<file path="src/rtl/mmio_port_pkg.sv">
// Shared register offsets, STATUS bit positions and serializer state encoding
// for the MMIO port/UART peripheral.
package mmio_port_pkg;

    localparam logic [1:0] OFF_PORT_OUT = 2'd0;
    localparam logic [1:0] OFF_PORT_IN  = 2'd1;
    localparam logic [1:0] OFF_STATUS   = 2'd2;
    localparam logic [1:0] OFF_TX_DATA  = 2'd3;

    localparam int ST_FIFO_FULL   = 0;
    localparam int ST_FIFO_EMPTY  = 1;
    localparam int ST_TX_BUSY     = 2;
    localparam int ST_IN_CHANGED  = 3;
    localparam int ST_TX_OVERFLOW = 4;

    typedef enum logic [1:0] {
        TX_IDLE  = 2'd0,
        TX_START = 2'd1,
        TX_DATA  = 2'd2,
        TX_STOP  = 2'd3
    } txState_t;

endpackage

</file>
<file path="src/rtl/uart_tx_serializer.sv">
// 8N1 serializer: start accepted only while idle, frame is 10*CLKS_PER_BIT cycles.
// Latency: tx drops at the edge that accepts start; no backpressure beyond busy.
module uart_tx_serializer
    import mmio_port_pkg::*;
#(
    parameter int CLKS_PER_BIT = 434
) (
    input  logic       clk,
    input  logic       reset,
    input  logic       start,
    input  logic [7:0] data,
    output logic       busy,
    output logic       tx
);

    localparam int CNT_W = (CLKS_PER_BIT > 1) ? $clog2(CLKS_PER_BIT) : 1;
    localparam logic [CNT_W-1:0] CNT_LAST = CNT_W'(CLKS_PER_BIT - 1);

    txState_t         state, stateNext;
    logic [CNT_W-1:0] baudCnt, baudCntNext;
    logic [2:0]       bitIdx, bitIdxNext;
    logic [7:0]       shiftReg, shiftRegNext;

    always_ff @(posedge clk or posedge reset) begin
        if (reset) begin
            state    <= TX_IDLE;
            baudCnt  <= '0;
            bitIdx   <= '0;
            shiftReg <= '0;
        end else begin
            state    <= stateNext;
            baudCnt  <= baudCntNext;
            bitIdx   <= bitIdxNext;
            shiftReg <= shiftRegNext;
        end
    end

    // tx is decoded from registered state so reset forces the line high at once
    always_comb begin
        stateNext    = state;
        baudCntNext  = baudCnt + 1'b1;
        bitIdxNext   = bitIdx;
        shiftRegNext = shiftReg;
        tx           = 1'b1;
        case (state)
            TX_IDLE: begin
                baudCntNext = '0;
                if (start) begin
                    stateNext    = TX_START;
                    shiftRegNext = data;
                end
            end
            TX_START: begin
                tx = 1'b0;
                if (baudCnt == CNT_LAST) begin
                    stateNext   = TX_DATA;
                    baudCntNext = '0;
                    bitIdxNext  = '0;
                end
            end
            TX_DATA: begin
                tx = shiftReg[0];
                if (baudCnt == CNT_LAST) begin
                    baudCntNext  = '0;
                    shiftRegNext = {1'b0, shiftReg[7:1]};
                    bitIdxNext   = bitIdx + 1'b1;
                    if (bitIdx == 3'd7) begin
                        stateNext = TX_STOP;
                    end
                end
            end
            TX_STOP: begin
                if (baudCnt == CNT_LAST) begin
                    stateNext   = TX_IDLE;
                    baudCntNext = '0;
                end
            end
            default: stateNext = TX_IDLE;
        endcase
    end

    assign busy = (state != TX_IDLE);

endmodule

</file>
<file path="src/rtl/mmio_port_uart.sv">
// MMIO window with PortOut, synchronised PortIn and a FIFO-fed UART TX.
// Latency: zero-cycle reads, writes at the edge; TX pushes while full are dropped and flagged.
module mmio_port_uart
    import mmio_port_pkg::*;
#(
    parameter logic [31:0] MMIO_BASE    = 32'h1001_0040,
    parameter int          FIFO_DEPTH   = 4,
    parameter int          CLKS_PER_BIT = 434
) (
    input  logic        clk,
    input  logic        reset,
    input  logic        MemWrite,
    input  logic        MemRead,
    input  logic [31:0] Address,
    input  logic [31:0] WriteData,
    output logic [31:0] ReadData,
    output logic        Hit,
    input  logic [7:0]  PortIn,
    output logic [31:0] PortOut,
    output logic        UartTx
);

    localparam int PTR_W = $clog2(FIFO_DEPTH);
    localparam logic [PTR_W:0] DEPTH_CNT = (PTR_W + 1)'(FIFO_DEPTH);

    logic [1:0]  offset;
    logic        unusedAddrBits;
    logic        wrEn, rdEn, pushReq, portInRd, statusRd;
    logic        fifoFull, fifoEmpty, doPush, doPop, serBusy;
    logic [7:0]  sync1, sync2, prevIn;
    logic        inChanged, txOverflow;
    logic [7:0]  fifoMem [FIFO_DEPTH];
    logic [PTR_W-1:0] wrPtr, rdPtr;
    logic [PTR_W:0]   count;
    logic [31:0] statusWord;

    assign offset         = Address[3:2];
    assign unusedAddrBits = ^Address[1:0];
    assign Hit            = (Address[31:4] == MMIO_BASE[31:4]);
    assign wrEn           = MemWrite & Hit;
    assign rdEn           = MemRead & Hit;
    assign pushReq        = wrEn & (offset == OFF_TX_DATA);
    assign portInRd       = rdEn & (offset == OFF_PORT_IN);
    assign statusRd       = rdEn & (offset == OFF_STATUS);

    assign fifoFull  = (count == DEPTH_CNT);
    assign fifoEmpty = (count == '0);
    assign doPush    = pushReq & ~fifoFull;
    assign doPop     = ~serBusy & ~fifoEmpty;

    always_ff @(posedge clk or posedge reset) begin
        if (reset) begin
            PortOut    <= '0;
            sync1      <= '0;
            sync2      <= '0;
            prevIn     <= '0;
            inChanged  <= 1'b0;
            txOverflow <= 1'b0;
            wrPtr      <= '0;
            rdPtr      <= '0;
            count      <= '0;
        end else begin
            if (wrEn && offset == OFF_PORT_OUT) begin
                PortOut <= WriteData;
            end
            sync1  <= PortIn;
            sync2  <= sync1;
            prevIn <= sync2;
            // sticky flags: a new event outranks the clearing read
            if (sync2 != prevIn) begin
                inChanged <= 1'b1;
            end else if (portInRd) begin
                inChanged <= 1'b0;
            end
            if (pushReq && fifoFull) begin
                txOverflow <= 1'b1;
            end else if (statusRd) begin
                txOverflow <= 1'b0;
            end
            if (doPush) begin
                wrPtr <= wrPtr + 1'b1;
            end
            if (doPop) begin
                rdPtr <= rdPtr + 1'b1;
            end
            case ({doPush, doPop})
                2'b10:   count <= count + 1'b1;
                2'b01:   count <= count - 1'b1;
                default: ;
            endcase
        end
    end

    // storage needs no reset: the pointers define what is valid
    always_ff @(posedge clk) begin
        if (doPush) begin
            fifoMem[wrPtr] <= WriteData[7:0];
        end
    end

    uart_tx_serializer #(.CLKS_PER_BIT(CLKS_PER_BIT)) u_ser (
        .clk   (clk),
        .reset (reset),
        .start (doPop),
        .data  (fifoMem[rdPtr]),
        .busy  (serBusy),
        .tx    (UartTx)
    );

    always_comb begin
        statusWord                 = '0;
        statusWord[ST_FIFO_FULL]   = fifoFull;
        statusWord[ST_FIFO_EMPTY]  = fifoEmpty;
        statusWord[ST_TX_BUSY]     = serBusy | ~fifoEmpty;
        statusWord[ST_IN_CHANGED]  = inChanged;
        statusWord[ST_TX_OVERFLOW] = txOverflow;
    end

    always_comb begin
        ReadData = '0;
        if (Hit) begin
            case (offset)
                OFF_PORT_OUT: ReadData = PortOut;
                OFF_PORT_IN:  ReadData = {24'd0, sync2};
                OFF_STATUS:   ReadData = statusWord;
                default:      ReadData = '0;
            endcase
        end
    end

endmodule

</file>
<file path="config.mk">
export PLATFORM = sky130hd
export DESIGN_NAME = mmio_port_uart
export DESIGN_NICKNAME = d
export VERILOG_FILES = /design/src/rtl/mmio_port_pkg.sv /design/src/rtl/uart_tx_serializer.sv /design/src/rtl/mmio_port_uart.sv
export SDC_FILE = /design/constraint.sdc
export NUM_CORES = 1
export LEC_CHECK = 0
export CAP_MARGIN = 10
export CORE_ASPECT_RATIO = 1.1
export CORE_MARGIN = 2
export CORE_UTILIZATION = 49
export CTS_CLUSTER_SIZE = 8
export DETAILED_ROUTE_END_ITERATION = 16
export GPL_ROUTABILITY_DRIVEN = 0
export PLACE_DENSITY = 0.91
export SLEW_MARGIN = 20
export SYNTH_ARGS = -nofsm -noshare
export SYNTH_HDL_FRONTEND = slang
export SYNTH_SLANG_ARGS = --single-unit
</file>
<file path="constraint.sdc">
create_clock -name clk -period 3.2 [get_ports clk]
set_clock_uncertainty 0.2 [all_clocks]
set_input_delay 0.48 -clock clk [delete_from_list [all_inputs] [get_ports clk]]
set_output_delay 0.48 -clock clk [all_outputs]
set_load 0.05 [all_outputs]
</file>
# Word level (Yosys, flattened, before mapping)
# Memories as Yosys holds them, arrays and structs flattened.
# Index checks and enable logic that the tools add are counted.
# totals
ramBits	32
out_inout_bits	66
ff_bits	87
mem_count	1
wordCells	88
# mem_list
memory	words	word_bits	rd	rd_clocked_by_memory_dff	wr	line	text
fifoMem	4	8	1	0	1	mmio_port_uart.sv:32	logic [7:0] fifoMem [FIFO_DEPTH];
# classes
n_mux	24
n_eq_ne	18
n_reduce_logical	15
n_addsub	6
n_bitwise	11
# ops
cell	count
32-bit case mux with 3 select lines	1
32-bit 2-to-1 mux	1
28-bit by 25-bit equality test with 1-bit output, second input constant	1
9-bit case mux with 2 select lines	1
8-bit 2-to-1 mux	2
8-bit case mux with 2 select lines	1
3-bit case mux with 2 select lines	2
2-bit nonzero test	6
2-bit equality test, second input constant	5
2-bit 2-to-1 mux	5
9-bit by 1-bit adder with 9-bit output, second input constant	1
9-bit equality test, second input constant	1
9-bit 2-to-1 mux	1
2-bit by 1-bit inequality test with 1-bit output, second input constant	4
8-bit inequality test	1
2-bit case mux with 4 select lines	1
1-bit bitwise AND	7
3-bit by 1-bit adder with 3-bit output, second input constant	2
2-bit by 1-bit equality test with 1-bit output, second input constant	3
3-bit equality test, second input constant	2
1-bit 2-to-1 mux	6
3-bit 2-to-1 mux	2
3-bit AND reduction	2
5-bit AND reduction	1
10 further kinds	15

# Depth between registers and ports, before layout
# Gate-level depths: netlist of the first run.
# depth
word_depth	6
depth_mapped	11
mapped_depth_nobuf	10

# Hierarchy
# A second synthesis of the first run with hierarchy kept.
# unflattened
hier_cells	367
hier_area_um2	5338.9
# modules_own_cells
module	instances	area_per_inst_um2	cells_per_inst
mmio_port_uart	1	4175.3	261
uart_tx_serializer	1	1163.6	106

# Least setup slack after synthesis of the first run
# OpenSTA, ideal clock, no wires.
# synth_timing
path_type	input-to-output
start	input Address[14]
end	output ReadData[25]
cell_stages	5
arrival_ns	3.099
slack_ns	-0.579
required_ns	2.520
n_path_buf	1
path_cell_list	nor4b_2 -> nand4_4 -> or2_1 -> clkbuf_1 -> nor4b_1
# synth_between
elab_chain_cells	2
# synth_rtl
element	line	text
from (decl)	mmio_port_uart.sv:14	input logic [31:0] Address,
28-bit by 25-bit equality test with 1-bit output	mmio_port_uart.sv:39	assign Hit = (Address[31:4] == MMIO_BASE[31:4]);
32-bit 2-to-1 mux	mmio_port_uart.sv:121	if (Hit) begin
to (decl)	mmio_port_uart.sv:16	output logic [31:0] ReadData,
# No other way between the ends.

# Final worst setup path of the first run
# layout_timing
start	input Address[19]
end	output ReadData[29]
# Same word-level chain as after synthesis.

==> run metrics, run 1 <==
total gr overflow=0; vias per inst=between 6 and 7; synthesized area per cell=14.4 µm²; worst endpoint data arrival time=around 2.8 ns; WL/cell=roughly 29 µm; critical path's slowest cell=nor4b_1; CTS buffer count=17; switching part of the total power=0.227; largest net degree at the start of global routing=between 80 and 90; Top FF cell, synth=dfrtp_1; Syn. warnings=0; hold crit path type=register to register; Hold-fix buffers, CTS=0; post-synth top area share=0.406; Clock Sinks=roughly 120; worst vdd ir=slightly below 0.4 mV; Post-Synth XOR/XNOR Area=0.0343; mux cell area share after synthesis=0.170; post-synthesis sequential area ratio=0.585; total number of vias=around 4,300; failing checks=negative setup slack; Least-Margin Pin Slew=around 0.68 ns; Clk pwr share=0.506; asr flop ratio synth=0.731; DR DRC count=0; full die area=approximately 12,000 µm²; RSZ-0062 raised after global routing=true; drt total wl=approximately 20 mm; filler cell count=between 500 and 600; Post-synth EDFFs=32; #FFs+latches synth=119; clk_lat worst skew=~0.42 ns; Final Hold Vio Count=0; layout cells sized above 1=0.312; final worst path period need=~3.4 ns; Syn Std Cell Area=between 5000 and 6000 µm²; Reg power frac=0.432; num rows=40; leading area contributor after synthesis=dfrtp_1; post-synthesis compound-gate area fraction=0.0228; crit-path cells=clkdlybuf4s50_1 -> nor4_4 -> nand3_2 -> or2_4 -> nor4b_1 -> buf_4 -> buf_12; GR Util All Layers=0.308; Post-DP HPWL=about 9.5 mm; CP Max Fanout=9; synth unique cells=45; Crit. End Element=output port; CTS root buf=clkbuf_16; Post-Synthesis Cells=around 370; critical path type=input port to output port; final critical-path share of the clock period=1.07; largest family of logic cells by synthesized area=multiplexers; Synth area leaders=dfrtp_1 (41%), edfxtp_1 (18%), mux2_4 (8.4%); Core Area=10,800 µm²; P_sw=between 800 and 900 µW; initial drt markers=between 400 and 500; area grow syn2layout=51.7%; Worst EP required=between 2 and 3 ns; Power Density=approximately 470 nW/µm²; clock-pin slew on the worst setup and hold paths=approximately 0.060 ns; outcome=complete, but fails checks; Max Cap Viol=0; crit path launch type=input port; H-tree Lvls=4; final worst setup slack=-0.237 ns; initial antenna violation count=0; LEAKAGE=~3.3 nW; combinational fraction of design power=0.062; maximum root-to-sink buffer count=2; Cell Int Power=roughly 3 mW; vias in the first global route=about 4,600; worst hold slack=between 0.15 and 0.2 ns; Max Fclk=approximately 290 MHz; die span in y=114 µm; antenna cells=0; Die Wd=104 µm; TritonCTS clock tree=yes; # IOs=~140; syn nets=463; IO buf count=around 140; adder-cell share of the synthesized area=0.0340; CP max stage delay=between 0.5 and 0.6 ns; # setup viols final=22; fin nets=629; first-pass GRT wire length=around 27 mm; final slew viol count=0; Rel. slew slack=0.544; post-route ant nets=0; Initial Util=0.497; Post-Synth Simple-Gate Area=0.128; First-pass DRT Iterations=5; Post-Route Setup TNS=-1.41 ns
worst max-delay path, delay by kind of cell:
kind                   cells  cell delay, ns
buffers and inverters      3            0.83
and+or+nand+nor            4            1.43
kinds of logic after synthesis:
logic type,Yosys count
flip-flops,119
buffers and inverters,30
AND/OR/NAND/NOR,106
AO/OA/AOI/OAI,19
adder cells (fa/ha/maj),14
multiplexers,64
XOR/XNOR,21
synth_stat cells (2+ instances only):
cell type	number
nand2_1	8
edfxtp_1	32
dfrtp_1	87
mux2i_1	8
xnor2_1	9
nor4_4	3
a22o_1	2
a21oi_1	6
mux2_2	18
o21ai_0	4
buf_6	3
mux4_2	8
nor3_1	5
o31ai_1	2
ha_1	13
inv_1	14
nor4_1	4
and3_1	2
nor4b_1	9
o211ai_1	2
nor2b_1	3
clkbuf_1	9
nor4b_2	2
xor2_1	12
mux2_4	30
nor2_1	25
nand3_1	7
nand2b_1	3
or3_1	2
buf_2	4
and2_1	23
through the flow:
stage | instances | power, mW | worst slack, ns | instance area [µm²] | utilization
2_1_floorplan | 373 | 1.74 | -0.579 | 5380 | -
3_3_place_gp | 663 | 1.86 | 0.0409 | 7390 | 0.684
3_5_place_dp | 663 | 1.88 | -0.0576 | 7390 | 0.684
4_1_cts | 695 | 3.76 | 0.00860 | 8000 | 0.740
5_1_grt | 699 | 3.89 | -0.273 | 8140 | 0.753
6_report | 699 | 3.82 | -0.237 | 8140 | 0.753
routing by layer:
| layer | GRT usage | vias to the layer above | wire [µm] |
|---|---|---|---|
| met1 | 0.336 | 2150 | 6800 |
| met4 | 0.191 | 0 | 1120 |
| li1 | - | 1662 | - |
| met2 | 0.549 | 402 | 10200 |
| met5 | 0 | - | 0 |
| met3 | 0.0697 | 108 | 1840 |
cell usage in the layout (no fill, tap or decap), types with 3 or more instances in the layout:
master,netlist,routed
clkbuf_16,0,18
nor2b_1,3,3
nor4_4,3,6
mux4_2,8,8
mux2i_1,8,8
ha_1,13,13
nand2_1,8,8
clkinv_1,0,5
dfrtp_1,87,87
buf_4,0,19
clkdlybuf4s50_1,0,106
nor4b_1,9,3
nor3_2,1,4
xor2_1,12,12
o21ai_0,4,4
nor4b_4,0,3
and2_4,0,11
a21oi_1,6,6
mux2_4,30,30
bufinv_16,0,3
clkbuf_1,9,3
nor4b_2,2,5
nor2_1,25,25
buf_12,0,36
nand3_1,7,7
nand2b_1,3,3
xnor2_1,9,9
inv_1,14,13
edfxtp_1,32,32
clkinv_2,0,3
and2_1,23,12
mux2_2,18,18
layout make-up:
class / instances / area [µm²] / share of cell area
Clock buffer: 20 / 437 / 0.0536
Sequential cell: 119 / 3140 / 0.385
Clock inverter: 12 / 134 / 0.0164
Inverter: 14 / 53.8 / 0.00661
Multi-Input combinational cell: 224 / 2240 / 0.275
Timing Repair Buffer: 163 / 1960 / 0.241
Tap cell: 147 / 184 / 0.0226
timing repair:
item / in CTS / in global routing
setup buffers: 0 / 3
pin swaps: 0 / 2
gates cloned: 0 / 1
setup endpoints to repair: 33 / 23
resized for setup: 7 / 20
power groups by stage:
| stage | Clock [mW] | Sequential, mW | Combinational [mW] |
|---|---|---|---|
| final | 1.93 | 1.65 | 0.237 |
| after global routing | 1.99 | 1.65 | 0.250 |
| after CTS | 1.90 | 1.65 | 0.222 |
| after detailed placement | 0 | 1.67 | 0.209 |
| after global placement | 0 | 1.67 | 0.198 |
| after floorplan | 0 | 1.66 | 0.0821 |
path summary, 6_finish.rpt:
kind / cells after the start / end / from / slack, ns
setup / recovery: 7 / ReadData[29] / Address[19] / -0.24
hold / removal: 0 / sync2[3]$_DFF_PP0_ / sync1[3]$_DFF_PP0_ / 0.16
setup reg to reg: 10 / count[2]$_DFFE_PP0P_ / count[1]$_DFFE_PP0P_ / 0.28
hold reg to reg: 0 / sync2[3]$_DFF_PP0_ / sync1[3]$_DFF_PP0_ / 0.16
max in group asynchronous: 3 / sync1[6]$_DFF_PP0_ / reset / 2.13
min in group asynchronous: 3 / PortOut[29]$_DFFE_PP0P_ / reset / 0.28
flip-flops by register name (all words and copies together) (netlist names), 3 cells and up:
signal,count
PortOut,32
sync1,8
sync2,8
u_ser.baudCnt,9
u_ser.bitIdx,3
u_ser.shiftReg,8
fifoMem,32
prevIn,8
count,3
(Power assumes the default switching activity.)
==> run 2, diff against run 1 <==
CORE_MARGIN = unset   (was 2)
CORE_UTILIZATION = 40   (was 49)
PLACE_DENSITY = 0.78   (was 0.91)
SETUP_SLACK_MARGIN = 0.3   (was unset)
==> run metrics, run 2 (synthesis gave the netlist of run 1 again) <==
TritonCTS clock tree=yes; Post-Route Setup TNS=0 ns; worst vdd ir=around 0.30 mV; most frequent cells in the layout=dfrtp_1 (87), clkdlybuf4s50_1 (77), buf_12 (37); Least-Margin Pin Slew=a little under 0.6 ns; register area=about 3100 µm²; final slew viol count=0; initial drt markers=~140; # setup viols final=0; crit-path cells=clkdlybuf4s15_1 -> nor4b_4 -> nand3_2 -> buf_6 -> or2_4 -> buf_8 -> nor2_2 -> buf_12; drt total wl=13.1 mm; clk_lat worst skew=~0.41 ns; Worst setup startpoint=Address[26]; Post-DP HPWL=8.74 mm; Power Density=around 450 nW/µm²; final worst path period need=between 2 and 3 ns; hold crit path type=register to register; post-route ant nets=0; area grow syn2layout=54.5%; combinational fraction of design power=0.056; Worst EP required=roughly 2.5 ns; Post-DP Area=7430 µm²; outcome=completed; Cell Int Power=just under 3 mW; Reg power frac=0.436; area of the multi-input gates=between 2000 and 2500 µm²; Crit. End Element=output port; critical path's slowest cell=nor4b_4; Core Area=roughly 13,000 µm²; antenna cells=0; GR Util All Layers=0.202; largest net degree at the start of global routing=between 80 and 90; Top Registers=PortOut (32), fifoMem (32), u_ser.baudCnt (9); DR DRC count=0; placed cells=671; First-pass DRT Iterations=4; commonest non-fill, non-tap cell in the layout=dfrtp_1; CTS root buf=clkbuf_16; # IOs=approximately 140; Clk pwr share=0.508; Layout Cells excl Fill=around 700; filler cell count=833; total gr overflow=0; die span in y=about 120 µm; P_sw=818 µW; full die area=approximately 14,000 µm²; Max Cap Viol=0; Min-Delay Startpoint=sync1[3]$_DFF_PP0_; critical path type=input port to output port; first-pass GRT wire length=approximately 21 mm; vias per inst=roughly 5; maximum root-to-sink buffer count=2; Clock Sinks=about 120; utilization after layout=0.630; RSZ-0062 raised after global routing=false; vias in the first global route=just over 4,000; Setup Slack @ Placement=-0.00907 ns; fin nets=approximately 630; Max Fclk=roughly 350 MHz; num rows=44; WL/cell=about 18 µm; Final Hold Vio Count=0; total number of vias=between 3,000 and 4,000; r2r startpoint=u_ser.state[0]$_DFFE_PP0P_; layout cells sized above 1=0.353; clock-pin slew on the worst setup and hold paths=0.06 ns; H-tree Lvls=4; switching part of the total power=0.218; final critical-path share of the clock period=0.888; initial antenna violation count=0; Finished Cell Area=slightly above 8000 µm²; CTS buffer count=17; Hold-fix buffers, CTS=0; Initial Util=0.408; Rel. slew slack=0.611; IO buf count=139; CP Max Fanout=5; final worst setup slack=between 0.3 and 0.4 ns; crit path launch type=input port; CP max stage delay=around 0.32 ns; LEAKAGE=about 3.5 nW; worst endpoint data arrival time=2.16 ns; Die Wd=112 µm
[run 2: timing repair]
| item | 4_1_cts | 5_1_grt |
|---|---|---|
| resized for setup | 69 | 16 |
| pin swaps | 16 | 13 |
| endpoints found under the hold margin | 0 | 0 |
| setup endpoints to repair | 33 | 29 |
| setup buffers | 6 | 0 |
| gates cloned | 2 | 0 |
[run 2: through the flow]
stage / power, mW / hold slack [ns]
after CTS: 3.79 / 0.149
after global placement: 1.87 / 0.132
after floorplan: 1.75 / 0.131
after global routing: 3.87 / 0.153
after detailed placement: 1.88 / 0.136
final: 3.76 / 0.148
[run 2: path summary, 6_finish.rpt]
| path | endpoint | slack (ns) | cells after the start |
|---|---|---|---|
| worst min register to register | sync2[3]$_DFF_PP0_ | 0.15 | 0 |
| worst max register to register | count[2]$_DFFE_PP0P_ | 0.63 | 9 |
| max in group asynchronous | PortOut[2]$_DFFE_PP0P_ | 2.08 | 3 |
| worst max-delay path | ReadData[0] | 0.36 | 8 |
| min in group asynchronous | PortOut[26]$_DFFE_PP0P_ | 0.32 | 3 |
| worst min-delay path | sync2[3]$_DFF_PP0_ | 0.15 | 0 |
[run 2: per-layer routing]
metal / share of wire / wire length (µm) / GRT usage / up-vias
li1: - / - / - / 1656
met1: 0.36 / 4740 / 0.209 / 1809
met2: 0.54 / 7110 / 0.364 / 145
met3: 0.057 / 748 / 0.0583 / 30
met4: 0.036 / 469 / 0.123 / 0
met5: 0 / 0 / 0 / -
[run 2: final cells by class]
type | count | area share
sequential | 119 | 0.378
inverter | 14 | 0.00679
clock buffer | 21 | 0.0607
timing repair buffer | 160 | 0.235
tap | 161 | 0.0243
clock inverter | 11 | 0.0130
multi-input combinational | 225 | 0.282
[run 2: critical path: cells and delay by family]
| family | cells | cell delay [ns] |
|---|---|---|
| buf+inv | 4 | 0.71 |
| simple gates | 4 | 0.96 |
[run 2: power groups by stage]
stage          clock (mW)  combinational, mW  sequential [mW]
2_1_floorplan           0             0.0856             1.66
5_1_grt              2.00              0.228             1.65
3_5_place_dp            0              0.212             1.67
3_3_place_gp            0              0.203             1.67
4_1_cts              1.93              0.211             1.64
6_report             1.91              0.210             1.64
==> RTL change 1 (settings of run 1) <==
`shiftReg` no longer has a reset.
--- a/src/rtl/uart_tx_serializer.sv
+++ b/src/rtl/uart_tx_serializer.sv
@@ -26,13 +26,15 @@
             state    <= TX_IDLE;
             baudCnt  <= '0;
             bitIdx   <= '0;
-            shiftReg <= '0;
         end else begin
             state    <= stateNext;
             baudCnt  <= baudCntNext;
             bitIdx   <= bitIdxNext;
-            shiftReg <= shiftRegNext;
         end
+    end
+
+    always_ff @(posedge clk) begin
+        shiftReg <= shiftRegNext;
     end
 
     // tx is decoded from registered state so reset forces the line high at once
Check against the original RTL: no difference found for any inputs over 10 cycles, from zero or initial values and one cycle with reset high; that may be too few to reach the edited logic, so the function may still have changed.
==> RTL change 1 against run 1 <==
- power fell by 0.89%
- critical endpoint is now ReadData[4]
- combinational power fell by 26%
- synthesized area fell by 1.8%
- sequential share of layout area rose by 1.7 points
- setup slack improved by 0.26 ns
- sequential cell count did not move
- design area fell by 2.9%
- critical path depth did not move
- routed wire length fell by 17%
==> RTL change 1: results (changes against run 1) <==
| Metric | Value |
|---|---|
| Status | finished clean |
| Worst slack, placed | -0.0589 ns (-0.00127 ns) |
| Peak VDD IR | 0.000451 V (+15%) |
| R2R cell count | 9 (-1) |
| DP Wirelength | 9980 um (+5.1%) |
| Worst Setup EP | ReadData[4] |
| Nets | 615 (-2.2%) |
| Critical path startpoint | Address[5] |
| Syn Inst Count | 368 (-1.3%) |
| Most common library cells after synthesis | 79 x dfrtp_1, 40 x edfxtp_1, 30 x mux2_4 |
| Seq/Total Area, Yosys | 0.603 (+0.0184) |
| Design Power | 3780 uW (-0.89%) |
| Synth area leaders | dfrtp_1 38%, edfxtp_1 23%, mux2_4 8.5% |
| Multi-input gate area | 0.00204 mm^2 (-8.9%) |
| Flip-flop and latch area | 0.00318 mm^2 (+1.3%) |
| Async SR Flop Fraction | 0.664 (-0.0672) |
| # placed instances | 649 (-2.1%) |
| Post-Route M1 WL | 5680 um (-17%) |
| DRT iter0 DRCs | 426 (-7.8%) |
| Cts hold-fix bufs | 0 (unchanged) |
| Pint | 2990 uW (+1.4%) |
| Metal2 WL | 8830 um (-13%) |
| WL met3 | 1200 um (-35%) |
| Met1 usage | 0.336 (+0.000926) |
| Cell with the largest stage delay on the worst path | clkdlybuf4s50_1 |
| Fraction of layout cells with a size suffix above 1 | 0.251 (-0.0607) |
| Met3 Use GR | 0.0865 (+0.0168) |
| Power Sequential | 1600 uW (-3%) |
| Resized cells post-CTS | 3 (-4) |
| Hold slack final | 0.150 ns (-0.00559 ns) |
| CTS Buf Count | 17 (unchanged) |
| Clock group | 2010 uW (+4%) |
| Routed len/inst | 24.2 um (-15%) |
| Reg-to-Reg Start | u_ser.state[0] |
| Gr usage total | 0.297 (-0.0110) |
| Filler cells | 528 (-3.3%) |
| Dpl cell area | 0.00723 mm^2 (-2.2%) |
| Largest net degree at the start of global routing | 56 (-36%) |
| EDFF count, synth | 40 (+25%) |
| Unique masters post-synth | 48 (+6.7%) |
| Syn Nets | 458 (-1.1%) |
| R2r setup slk | 0.55 ns (+0.27 ns) |
| Via density | 5.74 (-7.1%) |
| Met2 Resource Use GR | 0.502 (-0.0466) |
| Total Wirelength | 16500 um (-17%) |
| Global-route wire length before repair | 24700 um (-8.1%) |
| Vias in the first global route | 4269 (-7.8%) |
| Arrival time of the worst setup path | 2.50 ns (-0.26 ns) |
| Slew @ Worst Pin | 0.623 ns (-0.0558 ns) |
| Peak Freq | 315 MHz (+8.1%) |
| CP top delay family | simple AND/OR/NAND/NOR gates |
| Static leakage | 0.00326 uW (-2.4%) |
| Worst Path Max Fanout | 10 (+1) |
| Max incr delay on CP | 0.45 ns (-0.07 ns) |
[RTL change 1: cell types whose count changed after synthesis, moves of 3 or more]
cell / before / now
o21ai_0: 4 / 1
nor2_1: 25 / 21
nand2_1: 8 / 27
and2_1: 23 / 28
mux2_2: 18 / 3
edfxtp_1: 32 / 40
nor4b_1: 9 / 4
dfrtp_1: 87 / 79
[RTL change 1: cells by family (layout without fill, tap and decap cells)]
family / count (synthesis) / after routing / synth area share
AO/OA/AOI/OAI: 19 / 19 / 0.0273
XOR/XNOR: 21 / 21 / 0.0349
adder cells (fa/ha/maj): 14 / 14 / 0.0347
buffers and inverters: 27 / 197 / 0.0242
flip-flops: 119 / 119 / 0.603
multiplexers: 50 / 50 / 0.143
AND/OR/NAND/NOR: 118 / 118 / 0.133
[RTL change 1: area by class of cell]
cell class                      count  area share
Clock buffer                       20      0.0552
Clock inverter                     12      0.0225
Inverter                           13     0.00617
Multi-Input combinational cell    222       0.258
Sequential cell                   119       0.402
Tap cell                          143      0.0226
Timing Repair Buffer              152       0.233
==> RTL change 2 (config.mk and constraints of run 1) <==
Without the edit above. `CLKS_PER_BIT` is set to 434 in 2 places; all go to 108.
--- a/src/rtl/uart_tx_serializer.sv
+++ b/src/rtl/uart_tx_serializer.sv
@@ -3,7 +3,7 @@
 module uart_tx_serializer
     import mmio_port_pkg::*;
 #(
-    parameter int CLKS_PER_BIT = 434
+    parameter int CLKS_PER_BIT = 108
 ) (
     input  logic       clk,
     input  logic       reset,
--- a/src/rtl/mmio_port_uart.sv
+++ b/src/rtl/mmio_port_uart.sv
@@ -5,7 +5,7 @@
 #(
     parameter logic [31:0] MMIO_BASE    = 32'h1001_0040,
     parameter int          FIFO_DEPTH   = 4,
-    parameter int          CLKS_PER_BIT = 434
+    parameter int          CLKS_PER_BIT = 108
 ) (
     input  logic        clk,
     input  logic        reset,
Formal check against the unedited RTL: same outputs for any inputs over 10 cycles, from zero or initial values and one cycle with reset high; that may be too few to reach the edited logic, so the function may still have changed.
==> RTL change 2 against run 1 <==
- the run still ends with negative setup slack left
- routed wire length fell by 23%
- sequential share of layout area is 1.7 points higher
- utilization down 0.50 points
- non-clock buffer count shrank 2
- sequential cell count decreased by 2
- design area shrank 5.8%
- setup slack better by 0.17 ns
- synthesized area down 5.2%
- power shrank 8.4%
==> RTL change 2: results (changes against run 1) <==
| Metric | Value |
|---|---|
| Nets | 622 (-1.1%) |
| Crit Reg-Reg Endpoint | u_ser.shiftReg[1] |
| WL met3 | 1190 um (-35%) |
| Via density | 5.69 (-8.0%) |
| DR pass1 iterations | 4 (-1) |
| Most common library cells after synthesis | 85 x dfrtp_1, 32 x edfxtp_1, 30 x mux2_1 |
| Hold wc startpoint | sync1[7] |
| Xor/xnor cell area share of the yosys netlist | 0.0310 (-0.00330) |
| Compound-Gate Fraction of Synth Area | 0.0339 (+0.0111) |
| Metal2 WL | 7760 um (-24%) |
| Max incr delay on CP | 0.50 ns (-0.02 ns) |
| Fraction of layout cells with a size suffix above 1 | 0.222 (-0.0900) |
| DRT iter0 DRCs | 256 (-45%) |
| Worst Path Max Fanout | 14 (+5) |
| Largest net degree at the start of global routing | 33 (-63%) |
| Worst Hold Path EP | sync2[7] |
| Resized cells post-CTS | 3 (-4) |
| Post-CTS Repair Setup Buffers | 2 (+2) |
| Slew @ Worst Pin | 0.636 ns (-0.0434 ns) |
| Failing checks | negative setup slack |
| # placed instances | 633 (-4.5%) |
| Gr usage total | 0.277 (-0.0309) |
| Routed len/inst | 22.9 um (-20%) |
| Unique masters post-synth | 47 (+4.4%) |
| Total Wirelength | 15300 um (-23%) |
| Setup TNS | -0.625 ns (+0.780 ns) |
| Filler cells | 550 (+0.73%) |
| Post-synthesis mux area share | 0.142 (-0.0286) |
| Dpl cell area | 0.00705 mm^2 (-4.6%) |
| Post-Route M1 WL | 5910 um (-13%) |
| R2r setup slk | 0.55 ns (+0.27 ns) |
| Fin worst setup slack | -0.0660 ns (+0.171 ns) |
| DP Wirelength | 9920 um (+4.5%) |
| CP top delay family | buffers and inverters |
| Global-route wire length before repair | 22800 um (-15%) |
| Hold slack final | 0.151 ns (-0.00401 ns) |
| Worst Setup EP | ReadData[9] |
| Reg-to-Reg Start | u_ser.state[0] |
| Main synth FF type | dfrtp_1 |
| Vias in the first global route | 4134 (-11%) |
| Post-Synth Adder-Cell Area | 0.0334 (-0.000609) |
| Synth area leaders | dfrtp_1 42%, edfxtp_1 19%, mux2_1 6.6% |
| R2R cell count | 6 (-4) |
| Status | complete, but fails checks |
| Post-layout util | 0.748 (-0.00500) |
| Static leakage | 0.00329 uW (-1.6%) |
| Seq/Total Area, Yosys | 0.607 (+0.0219) |
| Syn Nets | 454 (-1.9%) |
| Peak VDD IR | 0.000276 V (-30%) |
| Critical path startpoint | Address[13] |
| Number of setup violations in the final report | 14 (-36%) |
| Top flop regs | PortOut x32, fifoMem x32 |
| Avg Synthesized Cell Area | 13.9 um^2 (-3.1%) |
| Worst slack, placed | 0.00954 ns (+0.0672 ns) |
==> RTL change 2: cell types whose count changed after synthesis, sizes merged, moves of 4 or more <==
| cell | run 1 | this run |
|---|---|---|
| and2 | 23 | 29 |
| xnor2 | 9 | 5 |
| nand2 | 8 | 24 |
| nor4b | 11 | 5 |
| mux2 | 48 | 40 |
| nor2 | 25 | 16 |
==> RTL change 2: metal layers <==
layer / up-vias / track usage
met1: 1922 / 0.345
met4: 0 / 0.100
met3: 41 / 0.0769
met5: - / 0
met2: 207 / 0.459
li1: 1635 / -
==> RTL change 2: report_power, final <==
group	total (uW)	switching [uW]	internal, uW
registers	1560	10.5	1550
clock network	1760	703	1060
logic	172	74.6	97.6
total	3490	788	2710
==> RTL change 2: cell type report <==
type / count / share of cell area
clock buffers: 18 / 0.0560
clock inverters: 14 / 0.0145
inverters: 13 / 0.00653
flip-flops and latches: 117 / 0.403
well taps: 123 / 0.0201
repair buffers: 161 / 0.248
multi-input cells: 223 / 0.252
